**config.mk**
```make
export PLATFORM = sky130hd
export DESIGN_NAME = seq_bank_req_ctrl
export DESIGN_NICKNAME = d
export VERILOG_FILES = /design/src/rtl/seq_bank_req_ctrl.sv
export SDC_FILE = /design/constraint.sdc
export NUM_CORES = 1
export LEC_CHECK = 0
export BUFFER_PORTS_ARGS = -buffer_cell sky130_fd_sc_hd__buf_2
export CAP_MARGIN = 20
export CORE_MARGIN = 1
export CORE_UTILIZATION = 45
export CTS_CLUSTER_SIZE = 16
export DETAILED_ROUTE_END_ITERATION = 10
export PLACE_DENSITY = 0.76
export SYNTH_ARGS = -nofsm -noshare
export SYNTH_HDL_FRONTEND = slang
export SYNTH_SLANG_ARGS = --single-unit
export TNS_END_PERCENT = 30
```
**constraint.sdc**
```tcl
create_clock -name clk -period 1.8 [get_ports clk]
set_input_delay 0.18 -clock clk [delete_from_list [all_inputs] [get_ports clk]]
set_output_delay 0.18 -clock clk [all_outputs]
set_load 0.03 [all_outputs]
```
**src/rtl/seq_bank_req_ctrl.sv**
```systemverilog
// Request front-end for the banked synchronous RAM.
// Issues read/write to the RAM, holds read address, queues read data.
module seq_bank_req_ctrl #(
    parameter int DATA_WIDTH       = 32,
    parameter int BYTE_ADDR_WIDTH  = 8,
    parameter int BANKS_ADDR_WIDTH = 2,
    parameter int RSP_DEPTH        = 2
) (
    input  logic                  clk,
    input  logic                  rst_n,
    input  logic                  req_valid,
    output logic                  req_ready,
    input  logic                  req_wen,
    input  logic [BYTE_ADDR_WIDTH+BANKS_ADDR_WIDTH-1:0] req_addr,
    input  logic [DATA_WIDTH-1:0] req_wdata,
    output logic                  rsp_valid,
    input  logic                  rsp_ready,
    output logic [DATA_WIDTH-1:0] rsp_rdata,
    output logic                  mem_en,
    output logic                  mem_wen,
    output logic [BYTE_ADDR_WIDTH+BANKS_ADDR_WIDTH-1:0] mem_addr,
    output logic [DATA_WIDTH-1:0] mem_din,
    input  logic [DATA_WIDTH-1:0] mem_dout
);

    localparam int ADDR_W = BYTE_ADDR_WIDTH + BANKS_ADDR_WIDTH;
    localparam int PTR_W  = $clog2(RSP_DEPTH);
    localparam int CNT_W  = PTR_W + 1;
    localparam logic [CNT_W-1:0] DEPTH_C = CNT_W'(RSP_DEPTH);

    typedef enum logic {IDLE, RD_CAPT} state_t;

    state_t                  state;
    state_t                  state_nxt;
    logic [ADDR_W-1:0]       addr_hold;
    logic [DATA_WIDTH-1:0]   fifo_mem [RSP_DEPTH];
    logic [PTR_W-1:0]        wr_ptr;
    logic [PTR_W-1:0]        rd_ptr;
    logic [CNT_W-1:0]        count;
    logic                    accept;
    logic                    push;
    logic                    pop;

    // Next state, RAM port drive and request handshake.
    // Outside an accept the RAM sees the held address so the
    // bank output mux keeps selecting the bank being captured.
    always_comb begin
        state_nxt = state;
        req_ready = 1'b0;
        accept    = 1'b0;
        push      = 1'b0;
        mem_en    = 1'b0;
        mem_wen   = 1'b0;
        mem_addr  = addr_hold;
        mem_din   = '0;
        unique case (state)
            IDLE: begin
                req_ready = rst_n && (count < DEPTH_C);
                accept    = req_valid && req_ready;
                if (accept) begin
                    mem_en   = 1'b1;
                    mem_wen  = req_wen;
                    mem_addr = req_addr;
                    mem_din  = req_wdata;
                    if (!req_wen) begin
                        state_nxt = RD_CAPT;
                    end
                end
            end
            RD_CAPT: begin
                push      = 1'b1;
                state_nxt = IDLE;
            end
        endcase
    end

    assign rsp_valid = (count != '0);
    assign rsp_rdata = fifo_mem[rd_ptr];
    assign pop       = rsp_valid && rsp_ready;

    // FSM state and held request address.
    always_ff @(posedge clk or negedge rst_n) begin
        if (!rst_n) begin
            state     <= IDLE;
            addr_hold <= '0;
        end else begin
            state <= state_nxt;
            if (accept) begin
                addr_hold <= req_addr;
            end
        end
    end

    // Response FIFO: capture RAM data, pop on consumer handshake.
    always_ff @(posedge clk or negedge rst_n) begin
        if (!rst_n) begin
            for (int i = 0; i < RSP_DEPTH; i++) begin
                fifo_mem[i] <= '0;
            end
            wr_ptr <= '0;
            rd_ptr <= '0;
            count  <= '0;
        end else begin
            if (push) begin
                fifo_mem[wr_ptr] <= mem_dout;
                wr_ptr           <= wr_ptr + PTR_W'(1);
            end
            if (pop) begin
                rd_ptr <= rd_ptr + PTR_W'(1);
            end
            unique case ({push, pop})
                2'b10:   count <= count + CNT_W'(1);
                2'b01:   count <= count - CNT_W'(1);
                default: count <= count;
            endcase
        end
    end

endmodule
```
* After elaboration in Yosys (flattened, before gate mapping)
Cells that the tools add are included.
** Storage, ports and cells
- Register bits :: 79
- Bits in latches :: 0
- Bits in writable memories :: 0
- Memory bits (read-only) :: 0
- Input port bits :: 79
- Word-level logic and storage cells :: 47
- Memories kept :: 0
** Operators by class
- $add $sub $neg :: 4
- Multipliers :: 0
- Div/mod/pow operators :: 0
- Magnitude comparators :: 4
- Equal/unequal tests :: 2
- Shift-type cells :: 0
- Muxes and demuxes :: 21
- Bitwise gates (word level) :: 3
- Reductions and logical operators :: 6
** Operators with widths (number)
- 2-to-1 mux 32 bit :: 6
- bitwise mux 64 bit :: 1
- demux 32 bit (select 1 bit) :: 1
- 2-to-1 mux 10 bit :: 2
- 2-to-1 mux 1 bit :: 9
- greater-or-equal comparator 2 bit (second input constant) :: 2
- logical AND 1 bit :: 4
- NOT 1 -> 2 bit :: 2
- case mux 2 bit (2 select lines) :: 1
- nonzero test 2 bit :: 2
- adder 1 bit (second input constant) :: 2
- adder 2 x 1 -> 2 bit (second input constant) :: 1
- == test 2 x 1 -> 1 bit (second input constant) :: 1
- == test 2 bit (second input constant) :: 1
- less-than comparator 2 x 1 -> 1 bit (second input constant) :: 1
- less-than comparator 2 bit (second input constant) :: 1
- case mux 1 bit (2 select lines) :: 1
- subtractor 2 x 1 -> 2 bit (second input constant) :: 1
- NOT 1 bit :: 1

* Longest topological paths before layout
Gate-level depths: netlist (run 1).
- Depth after elaboration :: 6
- Mapped depth :: 6
- Mapped depth without buffers :: 6

* Least setup slack after synthesis (run 1)
No wires, ideal clock.
- Path kind :: reg-to-output
- From :: register state
- To :: output port mem_din[0]
- Arrival :: 1.542 ns
- Data required time :: 1.620 ns
- Path slack :: 0.078 ns
- Cell stages (with the launch flop) :: 4
- Path buffers :: 1
- Path through :: dfrtp_1 -> nor3b_4 -> clkbuf_1 -> and3_1
** On the way
- Word-level cells in the longest chain between the ends :: 1
** Ends and longest elaborated chain
- start, declared :: line 33 : state_t state;
- start signal, assigned :: line 87 : state <= state_nxt;
- 2-to-1 mux 32 bit :: line 56 : unique case (state)
- end, declared :: line 22 : output logic [DATA_WIDTH-1:0] mem_din,
No other way between the ends.

* Final worst setup path (run 1)
- From :: register state
- To :: output port mem_addr[7]
** On the way
- Word-level cells in the longest chain between the ends :: 1
** Ends and longest elaborated chain
- 2-to-1 mux 10 bit :: line 56
- end, declared :: line 21 : output logic [BYTE_ADDR_WIDTH+BANKS_ADDR_WIDTH-1:0] mem_addr,
No other way between the ends.

==> results of run 1 <==
[logic make-up (layout without fill, tap and decap cells)]
family / Yosys count / in the layout / share of synthesized area
xor gates and xnor gates: 5 / 5 / 0.01151
and+or+nand+nor: 41 / 41 / 0.06939
adders and majority gates: 1 / 1 / 0.003288
buffers and inverters: 20 / 190 / 0.03519
DFF: 79 / 79 / 0.5196
muxes: 116 / 116 / 0.3611
[state kept, by name (all words and copies together), names as in the netlist]
signal     count
addr_hold     10
fifo_mem      64
state          1
wr_ptr         1
count          2
rd_ptr         1
[through the flow]
step	power, mW	std cells
after CTS	9.398	534
after floorplan	6.717	262
after detailed placement	7.936	514
after global routing	10.03	537
final	9.468	537
after global placement	7.780	514
[what timing repair did]
action,4_1_cts,5_1_grt
endpoints found under the setup margin,44,44
gates resized for setup,21,106
hold buffers,1,1
cloned,1,0
setup buffers,2,1
endpoints found under the hold margin,1,39
pin swaps,2,4
[power by group]
part           total, mW  switching [mW]  internal, mW
clock               1.22           0.673         0.543
combinational       5.16            2.73          2.42
sequential          3.10           0.437          2.66
[cell usage in the layout, fill, tap and decap left out, drive strengths merged]
cell type / n
and2: 2
clkinvlp: 3
ha: 1
and3: 33
clkbuf: 10
nor3b: 1
inv: 2
mux2: 116
dfrtp: 79
nand2: 1
xor2: 3
nor2b: 1
bufbuf: 1
xnor2: 2
buf: 170
clkinv: 2
dlygate4sd3: 2
or2: 1
nor2: 2
[worst paths after layout]
check                        startpoint            to  slack, ns  cells past startpoint
max                               state   mem_addr[7]      -0.16                      5
min                        mem_dout[28]  fifo_mem[28]       0.07                      2
max reg2reg                    count[1]      count[1]       0.07                      7
min reg2reg                fifo_mem[38]  fifo_mem[38]       0.50                      1
max in group asynchronous         rst_n  fifo_mem[29]       0.75                      4
min in group asynchronous         rst_n  addr_hold[1]       0.46                      3
[final cells by class]
| class | instances | area [sq um] | share of cell area |
|---|---|---|---|
| clock buffers | 10 | 137.6 | 0.02596 |
| clock inverters | 6 | 45.04 | 0.008497 |
| inverters | 1 | 3.754 | 0.0007080 |
| multi-input cells | 163 | 1722 | 0.3248 |
| flip-flops and latches | 79 | 1977 | 0.3729 |
| well taps | 105 | 131.4 | 0.02478 |
| repair buffers | 173 | 1285 | 0.2424 |
[critical path, cell delays in order (launching register included)]
cell     delay [ns]
dfrtp_1        0.41
nor3b_4        0.23
and2_4         0.19
buf_12         0.14
mux2_4         0.32
buf_6          0.14
[routing by layer]
metal	up-vias	part of all wire	track usage
li1	1267	-	-
met1	1374	0.38	0.2294
met2	109	0.54	0.3644
met3	16	0.055	0.04450
met4	0	0.024	0.09744
met5	-	0	0
==> impl_metrics.tcl, run 1 <==
set metrics [dict create \
    status "finished with violations" \
    violations "setup timing" \
    die-area_sq_um 8827 \
    drv_slew 0 \
    slew_headroom 0.6554 \
    drt_iter0_markers 46 \
    worst_hold_slack_ns 0.07395 \
    setup_viol 22 \
    final.min_clock_period_ns 1.959 \
    grtUsageTotal 0.2040 \
    critPathRequiredTime_ns 1.62 \
    fillers 612 \
    max_cap_viol_count 0 \
    critPathKind "flop to primary output" \
    die_x_um 93.95 \
    cp-end-kind "primary output" \
    period_share 1.088 \
    root_buffer "clkbuf_8" \
    synth_area_leaders "dfrtp_1, mux2_2, mux2_4" \
    synth_edf_count 0 \
    initial_core_util 0.4631 \
    viasPerCell 5.151 \
    synth_commonest_cells "mux2_2, dfrtp_1, and3_1" \
    gp_congestion 0.8376 \
    final_util 0.6452 \
    grt_pass1_vias 2786 \
    grt_overflow_total 0 \
    antenna_found_initial 0 \
    num-nets-final 507 \
    critPathMaxFanout 11 \
    fp-row-count 33 \
    drc_errors 0 \
    cts_buffers 9 \
    ys_warn_count 0 \
    antenna_left 0 \
    syn_area_sq_um 3805 \
    clk_pin_slew_ns 0.09 \
    syn_nets 342 \
    p_leak_nw 2.622 \
    clock_path_buffers 2 \
    crit_path_start_kind "flop" \
    min_path_type "input port to flop" \
    synth.distinct_cells 21 \
    place_area_sq_um 4720 \
    rsz0062_at_grt "true" \
    synth_flop_cell "dfrtp_1" \
    setup_tns_ns -1.589 \
    grt_pass1_wl_um 13380 \
    port_buffers 156 \
    coreArea_sq_um 8217 \
    hpwlAfterDp_um 5905 \
    tightest_slew_ns 0.5169 \
    die_h_um 93.95 \
    ys_ff_latch 79 \
    clock_latency_ns 0.35 \
    dp_slack_ns 0.1026 \
    diodes 0 \
    grt_max_degree 80 \
    async_flop_share 1.000 \
    ioPinCount 157 \
    h-tree-depth 3 \
    synth_area_leader_cell "dfrtp_1" \
    first_pass_iters 4 \
    wl_per_cell_um 16.62 \
    synth_most_common_cell "mux2_2" \
    arrival_ns 1.78 \
    final_hold_viol_count 0 \
    synth_top_area_frac 0.5196 \
    cts_sinks 79 \
    vias 2766 \
    synth.avg_cell_area_sq_um 14.52 \
    worst_slack_ns -0.1590 \
    syn-instance-count 262 \
    final_cell_area_sq_um 5301 \
    area_delta_synth_final_pct 39.33 \
    cts_tree "done" \
    drive_above_1_share 0.7153 \
    peakVddDrop_v 0.0009515 \
    pwr_density_cell_nw_per_um2 1786 \
    ys_seq_area_frac 0.5196 \
    fmax_mhz 510.5 \
    wirelength_um 8924 \
    fin_skew_ns 0.01115 \
]
(Power assumes the default switching activity.)
==> run 2, diff against run 1 <==
==> constraint.sdc (replaced) <==
create_clock -name clk -period 2.41 [get_ports clk]
set_input_delay 0.241 -clock clk [delete_from_list [all_inputs] [get_ports clk]]
set_output_delay 0.241 -clock clk [all_outputs]
set_load 0.03 [all_outputs]
==> run 2 against run 1 <==
  * The run now ends clean
  * Global-route usage decreased by 0.71 points
  * Wire length down 7.9%
  * Clock skew down 0.0064 ns
  * Highest routed layer unchanged
==> impl_metrics.tcl, run 2 (synthesis results as in run 1) <==
set metrics [dict create \
    layout_commonest_cell "buf_2" \
    critPathMaxFanout 22 \
    ioPinCount 157 \
    clock_path_buffers 2 \
    post_cts_buffers 0 \
    cts_sinks 79 \
    largest-register "fifo_mem" \
    drt_iter0_markers 43 \
    ff2ff_setup_slack_ns 0.77 \
    period_share 0.9564 \
    rsz0062_at_grt "false" \
    vias 2636 \
    antenna_found_initial 0 \
    num-nets-final 501 \
    power_frac_seq 0.333 \
    grtUsageTotal 0.1970 \
    die-area_sq_um 8827 \
    grt_max_degree 80 \
    p_clk_frac 0.161 \
    root_buffer "clkbuf_8" \
    p_leak_nw 2.556 \
    critPathRequiredTime_ns 2.17 \
    area_delta_synth_final_pct 29.60 \
    hp-start "req_wen" \
    pwr-share-comb 0.507 \
    hpwlAfterDp_um 5974 \
    largest_register_ff_count 64 \
    setup_tns_ns 0 \
    status "finished, final reports clean" \
    fmax_mhz 433.8 \
    wirelength_um 8222 \
    drive_above_1_share 0.7019 \
    drv_slew 0 \
    hold_buffers 0 \
    coreArea_sq_um 8217 \
    cp-end-kind "primary output" \
    drc_errors 0 \
    crit_path_start_kind "input port" \
    critPathKind "input port to primary output" \
    fin_skew_ns 0.004734 \
    layout_common_cells "buf_2, mux2_2, dfrtp_1" \
    reg_top3 "fifo_mem (64), addr_hold (10), count (2)" \
    first_pass_iters 4 \
    setup_viol 0 \
    grt_pass1_wl_um 13020 \
    arrival_ns 2.06 \
    clock_latency_ns 0.34 \
    worst_hold_slack_ns 0.06539 \
    die_x_um 93.95 \
    clk_pin_slew_ns 0.08 \
    grt_pass1_vias 2656 \
    r2r-start "state" \
    viasPerCell 4.964 \
    grt_overflow_total 0 \
    antenna_left 0 \
    final_hold_viol_count 0 \
    min_path_type "input port to flop" \
    sw_frac_of_total 0.4009 \
    diodes 0 \
    port_buffers 156 \
    p_sw_mw 2.785 \
    slew_headroom 0.7119 \
    h-tree-depth 3 \
    peakVddDrop_v 0.0007217 \
    fp-row-count 33 \
    final.min_clock_period_ns 2.305 \
    pwr_density_cell_nw_per_um2 1409 \
    wl_per_cell_um 15.48 \
    hold_path_end "state" \
    die_h_um 93.95 \
    cts_tree "done" \
    hold_depth 2 \
    cts_buffers 9 \
    tightest_slew_ns 0.4321 \
    cts_resized 0 \
    power.internal_mw 4.162 \
    timing.rr.end "addr_hold[0]" \
    worstRegToRegCells 4 \
    gp_congestion 0.8506 \
    initial_core_util 0.4631 \
    max_cap_viol_count 0 \
]
[run 2: changes by cell type in the layout (fill, tap and decap cells not counted), moves of 4 or more]
cell	change
buf_6	-43
and3_4	-4
and3_1	+4
buf_12	-6
buf_2	+43
[run 2: layout make-up]
class | instances | area (sq um)
well taps | 105 | 131.4
clock inverters | 6 | 93.84
repair buffers | 167 | 888.4
flip-flops and latches | 79 | 1977
fillers | 678 | 3286
multi-input cells | 163 | 1699
inverters | 1 | 3.754
clock buffers | 10 | 137.6
[run 2: stage by stage]
step	cell area (sq um)	instances	power [mW]	util	setup slack (ns)
final	4931	531	6.947	0.6001	0.1050
after global routing	4931	531	7.373	0.6001	0.02698
after CTS	4893	529	7.021	0.5956	0.1395
after detailed placement	4662	513	5.894	0.5674	0.5306
after global placement	4662	513	5.783	0.5674	0.5713
after floorplan	3805	262	5.017	-	0.6271
[run 2: worst max-delay path, cell delays in order]
cell and delay, ns:
dlygate4sd3_1 0.54, buf_4 0.11, nor3b_4 0.18, and2_1 0.14
buf_4 0.33, mux2_4 0.33, buf_2 0.18
[run 2: how the worst max path moves through the flow]
stage | start | end | depth (start not counted)
3_3_place_gp | state | mem_addr[0] | 5
3_5_place_dp | state | mem_addr[4] | 5
5_1_grt | rst_n | mem_addr[4] | 7
4_1_cts | state | mem_addr[4] | 5
6_report | rst_n | mem_addr[4] | 7
2_1_floorplan | state | mem_din[0] | 3
[run 2: power by group through the flow]
stage | sequential [mW] | clock (mW) | combinational [mW]
CTS | 2.32 | 1.14 | 3.56
detailed placement | 2.34 | 0 | 3.55
global placement | 2.30 | 0 | 3.49
finish | 2.31 | 1.12 | 3.52
global route | 2.41 | 1.21 | 3.75
floorplan | 2.23 | 0 | 2.79
[run 2: per-layer routing]
metal	GRT usage	share of wire	vias up
met1	0.2245	0.40	1271
met4	0.07692	0.015	0
met3	0.03641	0.053	11
met2	0.3613	0.54	97
met5	0	0	-
li1	-	-	1257
